[config.mk]
export PLATFORM = sky130hd
export DESIGN_NAME = dmem_ctrl
export DESIGN_NICKNAME = d
export VERILOG_FILES = /design/src/rtl/dmem_ctrl.sv
export SDC_FILE = /design/constraint.sdc
export NUM_CORES = 1
export LEC_CHECK = 0
export CAP_MARGIN = 40
export CORE_AREA = 2 2 150 152
export CTS_BUF_LIST = sky130_fd_sc_hd__clkbuf_8
export DETAILED_ROUTE_END_ITERATION = 10
export DIE_AREA = 0 0 152 154
export HOLD_SLACK_MARGIN = 0.08
export PLACE_DENSITY = 0.57
export SYNTH_ARGS = -nofsm -noshare
export SYNTH_HDL_FRONTEND = slang
export SYNTH_SLANG_ARGS = --single-unit
[constraint.sdc]
create_clock -name clk -period 2.6 [get_ports clk]
set_clock_uncertainty 0.05 [all_clocks]
set_input_delay 0.52 -clock clk [delete_from_list [all_inputs] [get_ports clk]]
set_output_delay 0.52 -clock clk [all_outputs]
set_load 0.01 [all_outputs]
[src/rtl/dmem_ctrl.sv]
// dmem_ctrl: data-memory bus controller; one write or read in flight plus a one-entry pending read.
// Define DMEM_ALIGN_CHECK_EN to reject misaligned loads and illegal store byte enables before the bus.
module dmem_ctrl #(
  parameter logic [7:0]  TIMEOUT     = 8'd200,
  parameter logic [31:0] RDATA_RESET = 32'h0000_0000
) (
  input  logic        clk,
  input  logic        reset,
  input  logic        wr_req_i,
  input  logic [31:0] wr_addr_i,
  input  logic [31:0] wr_data_i,
  input  logic [3:0]  wr_byte_i,
  input  logic        rd_req_i,
  input  logic [31:0] rd_addr_i,
  input  logic [1:0]  rd_size_i,
  output logic [31:0] rd_data_o,
  output logic        rd_valid_o,
  output logic        busy_o,
  output logic        err_o,
  output logic        bus_req_o,
  output logic        bus_we_o,
  output logic [31:0] bus_addr_o,
  output logic [31:0] bus_wdata_o,
  output logic [3:0]  bus_be_o,
  input  logic        bus_ack_i,
  input  logic [31:0] bus_rdata_i
);
  typedef enum logic [1:0] {IDLE, WRITE, READ} state_t;

  state_t      state, state_n;
  logic [7:0]  cnt, cnt_n;
  logic        pend_v, pend_v_n;
  logic [29:0] pend_addr, pend_addr_n;
  logic        bus_req_n, bus_we_n, rd_valid_n, err_n, busy_n;
  logic [31:0] bus_addr_n, bus_wdata_n, rd_data_n;
  logic [3:0]  bus_be_n;
  logic        wr_be_legal, rd_aligned, unused_bits;
  logic        wr_ok, wr_bad, rd_ok, rd_bad, timeout;

`ifdef DMEM_ALIGN_CHECK_EN
  always_comb begin
    case (wr_byte_i)
      4'b0001, 4'b0010, 4'b0100, 4'b1000,
      4'b0011, 4'b1100, 4'b1111: wr_be_legal = 1'b1;
      default:                   wr_be_legal = 1'b0;
    endcase
    case (rd_size_i)
      2'b01:   rd_aligned = ~rd_addr_i[0];
      2'b10:   rd_aligned = (rd_addr_i[1:0] == 2'b00);
      default: rd_aligned = 1'b1;
    endcase
  end
  assign unused_bits = ^wr_addr_i[1:0];
`else
  assign wr_be_legal = 1'b1;
  assign rd_aligned  = 1'b1;
  assign unused_bits = ^{rd_size_i, rd_addr_i[1:0], wr_addr_i[1:0]};
`endif

  assign wr_ok   = wr_req_i & wr_be_legal;
  assign wr_bad  = wr_req_i & ~wr_be_legal;
  assign rd_ok   = rd_req_i & rd_aligned;
  assign rd_bad  = rd_req_i & ~rd_aligned;
  assign timeout = (cnt == TIMEOUT - 8'd1);

  always_comb begin
    state_n     = state;
    cnt_n       = cnt;
    pend_v_n    = pend_v;
    pend_addr_n = pend_addr;
    bus_req_n   = bus_req_o;
    bus_we_n    = bus_we_o;
    bus_addr_n  = bus_addr_o;
    bus_wdata_n = bus_wdata_o;
    bus_be_n    = bus_be_o;
    rd_data_n   = rd_data_o;
    rd_valid_n  = 1'b0;
    err_n       = 1'b0;
    case (state)
      IDLE: begin
        if (wr_ok) begin
          state_n     = WRITE;
          cnt_n       = 8'd0;
          bus_req_n   = 1'b1;
          bus_we_n    = 1'b1;
          bus_addr_n  = {wr_addr_i[31:2], 2'b00};
          bus_wdata_n = wr_data_i;
          bus_be_n    = wr_byte_i;
          if (rd_ok) begin
            pend_v_n    = 1'b1;
            pend_addr_n = rd_addr_i[31:2];
          end
        end else if (rd_ok) begin
          state_n    = READ;
          cnt_n      = 8'd0;
          bus_req_n  = 1'b1;
          bus_we_n   = 1'b0;
          bus_addr_n = {rd_addr_i[31:2], 2'b00};
          bus_be_n   = 4'b1111;
        end
        if (wr_bad || rd_bad) err_n = 1'b1;
        if (rd_bad) begin
          rd_valid_n = 1'b1;
          rd_data_n  = 32'h0;
        end
      end
      WRITE: begin
        if (bus_ack_i || timeout) begin
          err_n     = ~bus_ack_i;
          bus_req_n = 1'b0;
          if (pend_v) begin
            // Pending read: put its address on the bus now, raise the request next cycle.
            state_n    = READ;
            pend_v_n   = 1'b0;
            cnt_n      = 8'd0;
            bus_we_n   = 1'b0;
            bus_addr_n = {pend_addr, 2'b00};
            bus_be_n   = 4'b1111;
          end else begin
            state_n = IDLE;
          end
        end else begin
          cnt_n = cnt + 8'd1;
        end
      end
      READ: begin
        if (!bus_req_o) begin
          bus_req_n = 1'b1;
        end else if (bus_ack_i || timeout) begin
          state_n    = IDLE;
          bus_req_n  = 1'b0;
          rd_valid_n = 1'b1;
          err_n      = ~bus_ack_i;
          rd_data_n  = bus_ack_i ? bus_rdata_i : 32'h0;
        end else begin
          cnt_n = cnt + 8'd1;
        end
      end
      default: state_n = IDLE;
    endcase
    busy_n = (state_n != IDLE) | pend_v_n;
  end

  always_ff @(posedge clk or negedge reset) begin
    if (!reset) begin
      state       <= IDLE;
      cnt         <= 8'd0;
      pend_v      <= 1'b0;
      pend_addr   <= 30'd0;
      bus_req_o   <= 1'b0;
      bus_we_o    <= 1'b0;
      bus_addr_o  <= 32'h0;
      bus_wdata_o <= 32'h0;
      bus_be_o    <= 4'b0000;
      rd_data_o   <= RDATA_RESET;
      rd_valid_o  <= 1'b0;
      err_o       <= 1'b0;
      busy_o      <= 1'b0;
    end else begin
      state       <= state_n;
      cnt         <= cnt_n;
      pend_v      <= pend_v_n;
      pend_addr   <= pend_addr_n;
      bus_req_o   <= bus_req_n;
      bus_we_o    <= bus_we_n;
      bus_addr_o  <= bus_addr_n;
      bus_wdata_o <= bus_wdata_n;
      bus_be_o    <= bus_be_n;
      rd_data_o   <= rd_data_n;
      rd_valid_o  <= rd_valid_n;
      err_o       <= err_n;
      busy_o      <= busy_n;
    end
  end
endmodule

## After elaboration in Yosys (flattened, before gate mapping)

Cells that the tools add are included.

- Equal/unequal tests: 9
- Reductions and logical operators: 11
- Add/sub/neg operators: 1
- Bitwise operators: 2
- Multiplexer cells: 46

Operators by type and width:

| operator | number |
|---|---|
| 32-bit 2-to-1 mux | 5 |
| 32-bit one-hot mux with 2 select lines | 1 |
| 8-bit 2-to-1 mux | 6 |
| 8-bit one-hot mux with 3 select lines | 1 |
| 1-bit 2-to-1 mux | 17 |
| 4-bit 2-to-1 mux | 4 |
| 2-bit 2-to-1 mux | 6 |
| 3-bit AND reduction | 3 |
| 8-bit by 1-bit adder with 8-bit output, second input constant | 1 |
| 8-bit == test, second input constant | 1 |
| 2-bit inequality test, second input constant | 4 |
| 4-bit one-hot mux with 2 select lines | 1 |
| 3-bit inequality test, second input constant | 2 |
| 1-bit one-hot mux with 2 select lines | 3 |
| 2-bit one-hot mux with 3 select lines | 1 |
| 5-bit AND reduction | 1 |
| 4-bit AND reduction | 1 |
| 2-bit nonzero test | 2 |
| 1-bit one-hot mux with 3 select lines | 1 |
| 3-bit nonzero test | 1 |
| 2-bit by 1-bit == test with 1-bit output, second input constant | 1 |
| 2-bit == test, second input constant | 1 |
| 2-bit logical NOT | 1 |
| 2-bit AND reduction | 1 |
| 3 further kinds | 3 |

- Output and inout bits: 105
- Input port bits: 139
- Bits in registers: 146
- Word-level logic and storage cells: 82

## Logic depth before layout (Yosys ltp)

Gate-level depths: netlist of run 1.

- Depth after elaboration: 7
- Gate-level depth with buffers: 10
- Mapped depth without buffers: 7

## Worst setup path before layout of run 1

OpenSTA, ideal clock, no wires.

- Kind: flip-flop to flip-flop
- Start point: register state[1]
- End point: register cnt[3]
- Path buffers: 0
- Setup slack: 509 ps
- Arrival time: 1,920 ps
- Library setup time: 121 ps
- Clock period less this slack: 2,091 ps
- Required time: 2,429 ps
- Cell stages (with the launch flop): 8
- Cells stage by stage: dfrtp_1 -> inv_1 -> ha_1 -> nor3b_1 -> a2111oi_0 -> a31o_2 -> o21ai_0 -> a22o_1

- Word-level cells in the longest chain between the ends: 3
- Elaborated cells between the ends (all ways): 10
- Classes of those cells: eq/ne (6); mux (1); reduce/logical (3)

Ends and longest elaborated chain:

| element | line | source |
|---|---|---|
| from (decl) | 30 | `state_t state, state_n;` |
| from (signal assigned) | 160 | `state <= state_n;` |
| 2-bit by 1-bit == test with 1-bit output (tied with other cells) | 79 | `case (state)` |
| 3-bit inequality test (no source line) (tied with other cells) | -- |  |
| 5-bit AND reduction (no source line) | -- |  |
| to (signal assigned) | 161 | `cnt <= cnt_n;` |
| to (decl) | 31 | `logic [7:0] cnt, cnt_n;` |

Several ways; a longest one is shown, not always the timed one.
A chain may end at the register's enable or synchronous reset.

## Final worst setup path of run 1

- Start point: register state[1]
- End point: register cnt[0]

Same word-level chain as after synthesis.

==> results of run 1 <==
routing by layer:
layer,routed length (um),vias to the layer above
met5,0,-
met4,176,0
met3,1390,12
met2,7450,189
met1,7930,2348
li1,-,2485
synthesized netlist by cell type, types with 2 or more instances:
cell type / count
a2111oi_0: 2
buf_2: 10
nand2_1: 99
nand3_1: 34
ha_1: 5
dfrtp_1: 144
o21ai_2: 15
nor2_1: 32
buf_4: 2
a22o_1: 6
clkbuf_1: 15
buf_6: 9
o21ai_0: 10
nor3_1: 11
a21oi_1: 35
and3_1: 4
nor2b_1: 7
mux2_2: 63
mux2i_1: 31
a21oi_2: 4
o21ai_1: 13
nand2b_1: 3
buf_1: 4
inv_1: 11
layout by cell type, fill, tap and decap left out, drive strengths merged, types with 2 or more instances in the layout:
cell type,netlist,layout
clkdlybuf4s50,0,233
dfrtp,144,144
nand2,99,99
mux2,63,63
a21oi,39,39
o21ai,38,38
nand3,34,34
nor2,33,33
mux2i,31,31
buf,25,19
clkbuf,15,17
inv,11,16
nor3,11,11
nor2b,7,7
a22o,6,6
ha,5,5
clkinv,1,5
and3,4,4
nand2b,3,3
bufinv,0,3
a2111oi,2,2
conb,1,2
clkinvlp,0,2
per-stage QoR:
step / power (uW) / hold WS (ns) / instances / setup slack [ns] / cell area, um2
final: 10300 / 0.421 / 1112 / 0.324 / 9530
after global routing: 11100 / 0.430 / 1112 / 0.145 / 9530
after CTS: 10500 / 0.386 / 1112 / 0.292 / 9530
after detailed placement: 8560 / 0.405 / 1080 / 0.224 / 9110
after global placement: 8490 / 0.398 / 1080 / 0.219 / 9110
after floorplan: 6240 / 0.174 / 588 / 0.509 / 6450
worst reg2reg max path: stages, from the launching register on:
cell,delay (ns)
dfrtp_1,0.44
inv_1,0.13
ha_1,0.30
nor3b_1,0.30
a2111oi_0,0.12
buf_4,0.15
a31oi_2,0.27
nor2_2,0.14
mux2_2,0.28
power by group:
group	internal, uW	switching [uW]
logic	2530	2080
registers	3290	520
clock network	962	946
cells by family after synthesis:
kind of cell	Yosys count	share of synthesized area
and+or+nand+nor	197	0.133
buffers and inverters	52	0.0441
adders and majority gates	5	0.00971
muxes	94	0.158
other	1	0.000582
DFF	144	0.559
AOI/OAI and AO/OA	94	0.0951
registers in the layout (all words and copies together) (netlist names):
signal       count
pend_addr       30
bus_addr_o      30
rd_data_o       32
bus_wdata_o     32
err_o            1
bus_req_o        1
bus_we_o         1
bus_be_o         4
cnt              8
state            2
pend_v           1
rd_valid_o       1
busy_o           1
worst paths after layout:
kind                              startpoint             to  slack [ns]  cells after the start
max in group asynchronous              reset   pend_addr[3]        1.28                      3
worst min-delay path            rd_data_o[7]   rd_data_o[7]        0.42                      2
min in group asynchronous              reset  pend_addr[20]        0.52                      2
worst min register to register  rd_data_o[7]   rd_data_o[7]        0.42                      2
worst max register to register      state[1]         cnt[0]        0.32                      8
worst max-delay path                state[1]         cnt[0]        0.32                      8
area by class of cell:
| class | instances | area, um2 |
|---|---|---|
| Clock inverter | 14 | 180 |
| Timing Repair Buffer | 253 | 2550 |
| Clock buffer | 17 | 234 |
| Sequential cell | 144 | 3600 |
| Tap cell | 280 | 350 |
| Multi-Input combinational cell | 392 | 2570 |
| Inverter | 12 | 46.3 |
| Fill cell | 2093 | 12200 |
==> results_dict.tcl, run 1 <==
set metrics [dict create \
    syn_area_per_cell_um2 11.0 \
    slew_viol_final 0 \
    relSlewSlack 0.532 \
    drt_iter0_markers 221 \
    area_growth_pct 47.9 \
    ys.flop_type "dfrtp_1" \
    met2_usage 0.229 \
    cp_max_fo 7 \
    cp_num_buf_inv 2 \
    arrival_ns 2.56 \
    fin_crit_ns 2.28 \
    start_kind "flip-flop" \
    fmax_ghz 0.439 \
    netlist_instances 587 \
    drt_wl_total_um 16900 \
    worst_pin_slew_ns 0.702 \
    crit_chain "inv_1 -> ha_1 -> nor3b_1 -> a2111oi_0 -> buf_4 -> a31oi_2 -> nor2_2 -> mux2_2" \
    root_buffer "clkbuf_8" \
    die_x_um 152 \
    htree_levels 4 \
    outcome "finished clean" \
    hold_viol 0 \
    yosysSeqAreaShare 0.559 \
    fin_crit_sh 0.875 \
    dieArea_um2 23400 \
    firstDrtPassIters 5 \
    cpPeakStageDelay_ns 0.44 \
    clockBufferDepth 2 \
    cellPowerDensity_nw_per_um2 1080 \
    clk_pin_slew_ns 0.09 \
    post-route-util 0.440 \
    syn_area_um2 6440 \
    leakage_uw 0.00421 \
    core-area_um2 21700 \
    grt_pass1_vias 5188 \
    rows 54 \
    clock_latency_ns 0.44 \
    cts_setup_buffers 0 \
    viasPerCell 4.53 \
    cts_resized 0 \
    worst_ep_required_time_ns 2.88 \
    die_h_um 154 \
    tns_ns 0 \
    drc 0 \
    diodes 0 \
    dr_total_vias 5034 \
    wire_per_inst_um 15.2 \
    cts_hold_buf 1 \
    port_buffers 235 \
    antenna_found_initial 0 \
    worstHoldPathType "reg -> reg" \
    yosysWarnings 0 \
    slowest_stage "dfrtp_1" \
    drv_cap 0 \
    numCtsBuffers 17 \
    ios 244 \
    grt_overflow_total 0 \
    cts.sinks 144 \
    top_usage_layer "met2" \
    synth-edff-count 0 \
    grt_util_met3 0.0561 \
    nets 964 \
    hpwl_um 11600 \
    initial_core_util 0.297 \
    grt_pass1_wl_um 27900 \
    layout-drive-gt1-share 0.169 \
    gp_congestion 0.736 \
    grt_use_total 0.147 \
    async_flop_share 1.00 \
    grt_max_degree 67 \
    yosys-top-cells-area "dfrtp_1, mux2_2, nand2_1" \
    netlist-cell-type-count 42 \
    use_met1 0.193 \
    worstSetupPathType "reg -> reg" \
    cts_tree "built" \
    synth_seq_cells 144 \
    worst_setup_path_end_kind "flip-flop" \
    yosysTopAreaCellShare 0.559 \
    ant_nets 0 \
    finalSetupViolCount 0 \
    yosys.area.top_type "dfrtp_1" \
    ir_drop_mv 0.373 \
    cp_top_family "flip-flops" \
    grt_setup_unrepaired "false" \
]
Power figures use the tool's default switching activity.
==> run 2, diff against run 1 <==
- CORE_AREA: 2 2 150 152 -> 2 2 122 124
- DIE_AREA: 0 0 152 154 -> 0 0 124 126
- PLACE_DENSITY: 0.57 -> 0.81
- SKIP_CTS_REPAIR_TIMING: unset -> 1
==> results_dict.tcl, run 2 (synthesized netlist as in run 1, its figures left out) <==
set metrics [dict create \
    outcome "finished clean" \
    core-area_um2 14300 \
    tns_ns 0 \
    grt_overflow_total 0 \
    cts_tree "built" \
    die_x_um 124 \
    ant_nets 0 \
    start_kind "flip-flop" \
    drt_wl_total_um 16300 \
    layout_commonest_cell "clkdlybuf4s50_1" \
    drc 0 \
    crit_chain "inv_1 -> ha_1 -> nor3b_1 -> a2111oi_0 -> buf_4 -> a31oi_2 -> nor2_2 -> mux2_2" \
    ir_drop_mv 0.550 \
    dr_total_vias 5190 \
    viasPerCell 5.12 \
    clock_latency_ns 0.44 \
    clockBufferDepth 2 \
    slew_viol_final 0 \
    seqPwrFrac 0.381 \
    stdcell_area_um2 9330 \
    slowest_stage "dfrtp_1" \
    finalSetupViolCount 0 \
    fin_crit_sh 0.883 \
    postPlaceCellArea_um2 8940 \
    fin_crit_ns 2.30 \
    worstSetupPathType "reg -> reg" \
    grt_setup_unrepaired "false" \
    diodes 0 \
    worst_pin_slew_ns 0.643 \
    n_fill_cell 1105 \
    hpwl_um 11900 \
    grt_use_total 0.215 \
    holdWs_ns 0.418 \
    initial_core_util 0.450 \
    area_growth_pct 44.7 \
    rows 44 \
    swShare 0.342 \
    combPwrFrac 0.454 \
    cts.sinks 144 \
    nets 962 \
    die_h_um 126 \
    grt_max_degree 66 \
    cellPowerDensity_nw_per_um2 1090 \
    relSlewSlack 0.571 \
    wire_per_inst_um 16.1 \
    dieArea_um2 15600 \
    layout-drive-gt1-share 0.163 \
    root_buffer "clkbuf_8" \
    firstDrtPassIters 5 \
    numCtsBuffers 17 \
    arrival_ns 2.57 \
    grt_pass1_wl_um 26100 \
    fmax_ghz 0.436 \
    layout_common_cells "clkdlybuf4s50_1, dfrtp_1, nand2_1, mux2_2, a21oi_1" \
    worst_setup_path_end_kind "flip-flop" \
    worst_ep_required_time_ns 2.87 \
    antenna_found_initial 1 \
    clk_pin_slew_ns 0.08 \
    p_switching_uw 3470 \
    power.internal_uw 6660 \
    reg_top3 "bus_wdata_o (32), rd_data_o (32)" \
    gp_congestion 0.803 \
    worstHoldPathType "reg -> reg" \
    port_buffers 235 \
    hold_viol 0 \
    clockPowerShare 0.165 \
    ios 244 \
    drt_iter0_markers 163 \
    grt_pass1_vias 5378 \
    leakage_uw 0.00419 \
    cp_max_fo 7 \
    cpPeakStageDelay_ns 0.42 \
    htree_levels 4 \
    drv_cap 0 \
]
run 2: changes by cell type in the layout (fill, tap and decap cells not counted), sizes merged:
cell | previous run | this run
buf | 19 | 17
bufinv | 3 | 2
clkbuf | 17 | 18
clkinv | 5 | 6
inv | 16 | 15
run 2: metrics by stage:
step | util | power [uW] | std cells | setup WS, ns
global route | 0.651 | 10800 | 1014 | 0.0617
floorplan | - | 6240 | 588 | 0.509
finish | 0.651 | 10100 | 1014 | 0.305
detailed placement | 0.625 | 8550 | 982 | 0.122
global placement | 0.625 | 8330 | 982 | 0.194
CTS | 0.651 | 10200 | 1013 | 0.320
run 2: layer usage:
layer | share of wire | wire length [um] | GRT usage
met1 | 0.39 | 6270 | 0.246
met2 | 0.50 | 8080 | 0.362
met3 | 0.096 | 1560 | 0.0815
met4 | 0.023 | 370 | 0.0853
met5 | 0 | 0 | 0
run 2: area by class of cell:
cell class                 count  area [um2]  share of cell area
clock buffer                  18         248              0.0266
multi-input combinational    392        2560               0.275
inverter                      12        46.3             0.00496
clock inverter                13         124              0.0133
timing repair buffer         251        2510               0.269
sequential                   144        3600               0.386
tap                          184         230              0.0247
run 2: worst max-delay path, delay by kind of cell (launching register included):
family	cells	cell delay, ns
buffers and inverters	2	0.29
and+or+nand+nor	2	0.44
AOI/OAI and AO/OA	2	0.39
muxes	1	0.28
DFF	1	0.42
adders and majority gates	1	0.30
run 2: power by group through the flow:
stage          clock network [uW]  logic (uW)  registers [uW]
2_1_floorplan                   0        2050            4190
3_5_place_dp                    0        4650            3900
6_report                     1680        4600            3860
3_3_place_gp                    0        4500            3830
4_1_cts                      1720        4660            3860
5_1_grt                      1830        5030            3980
run 2: final timing paths:
kind | startpoint | endpoint | slack [ns] | depth (start not counted)
worst max-delay path | state[1] | cnt[0] | 0.30 | 8
worst min-delay path | rd_data_o[5] | rd_data_o[5] | 0.42 | 2
worst max register to register | state[1] | cnt[0] | 0.30 | 8
worst min register to register | rd_data_o[5] | rd_data_o[5] | 0.42 | 2
max in group asynchronous | reset | rd_data_o[25] | 1.29 | 3
min in group asynchronous | reset | pend_addr[20] | 0.55 | 2
==> run 3, diff against run 2 <==
- CTS_CLUSTER_DIAMETER: unset -> 50
==> results of run 3 <==
No change in the layout: final DEF, timing and power equal those of run 2.
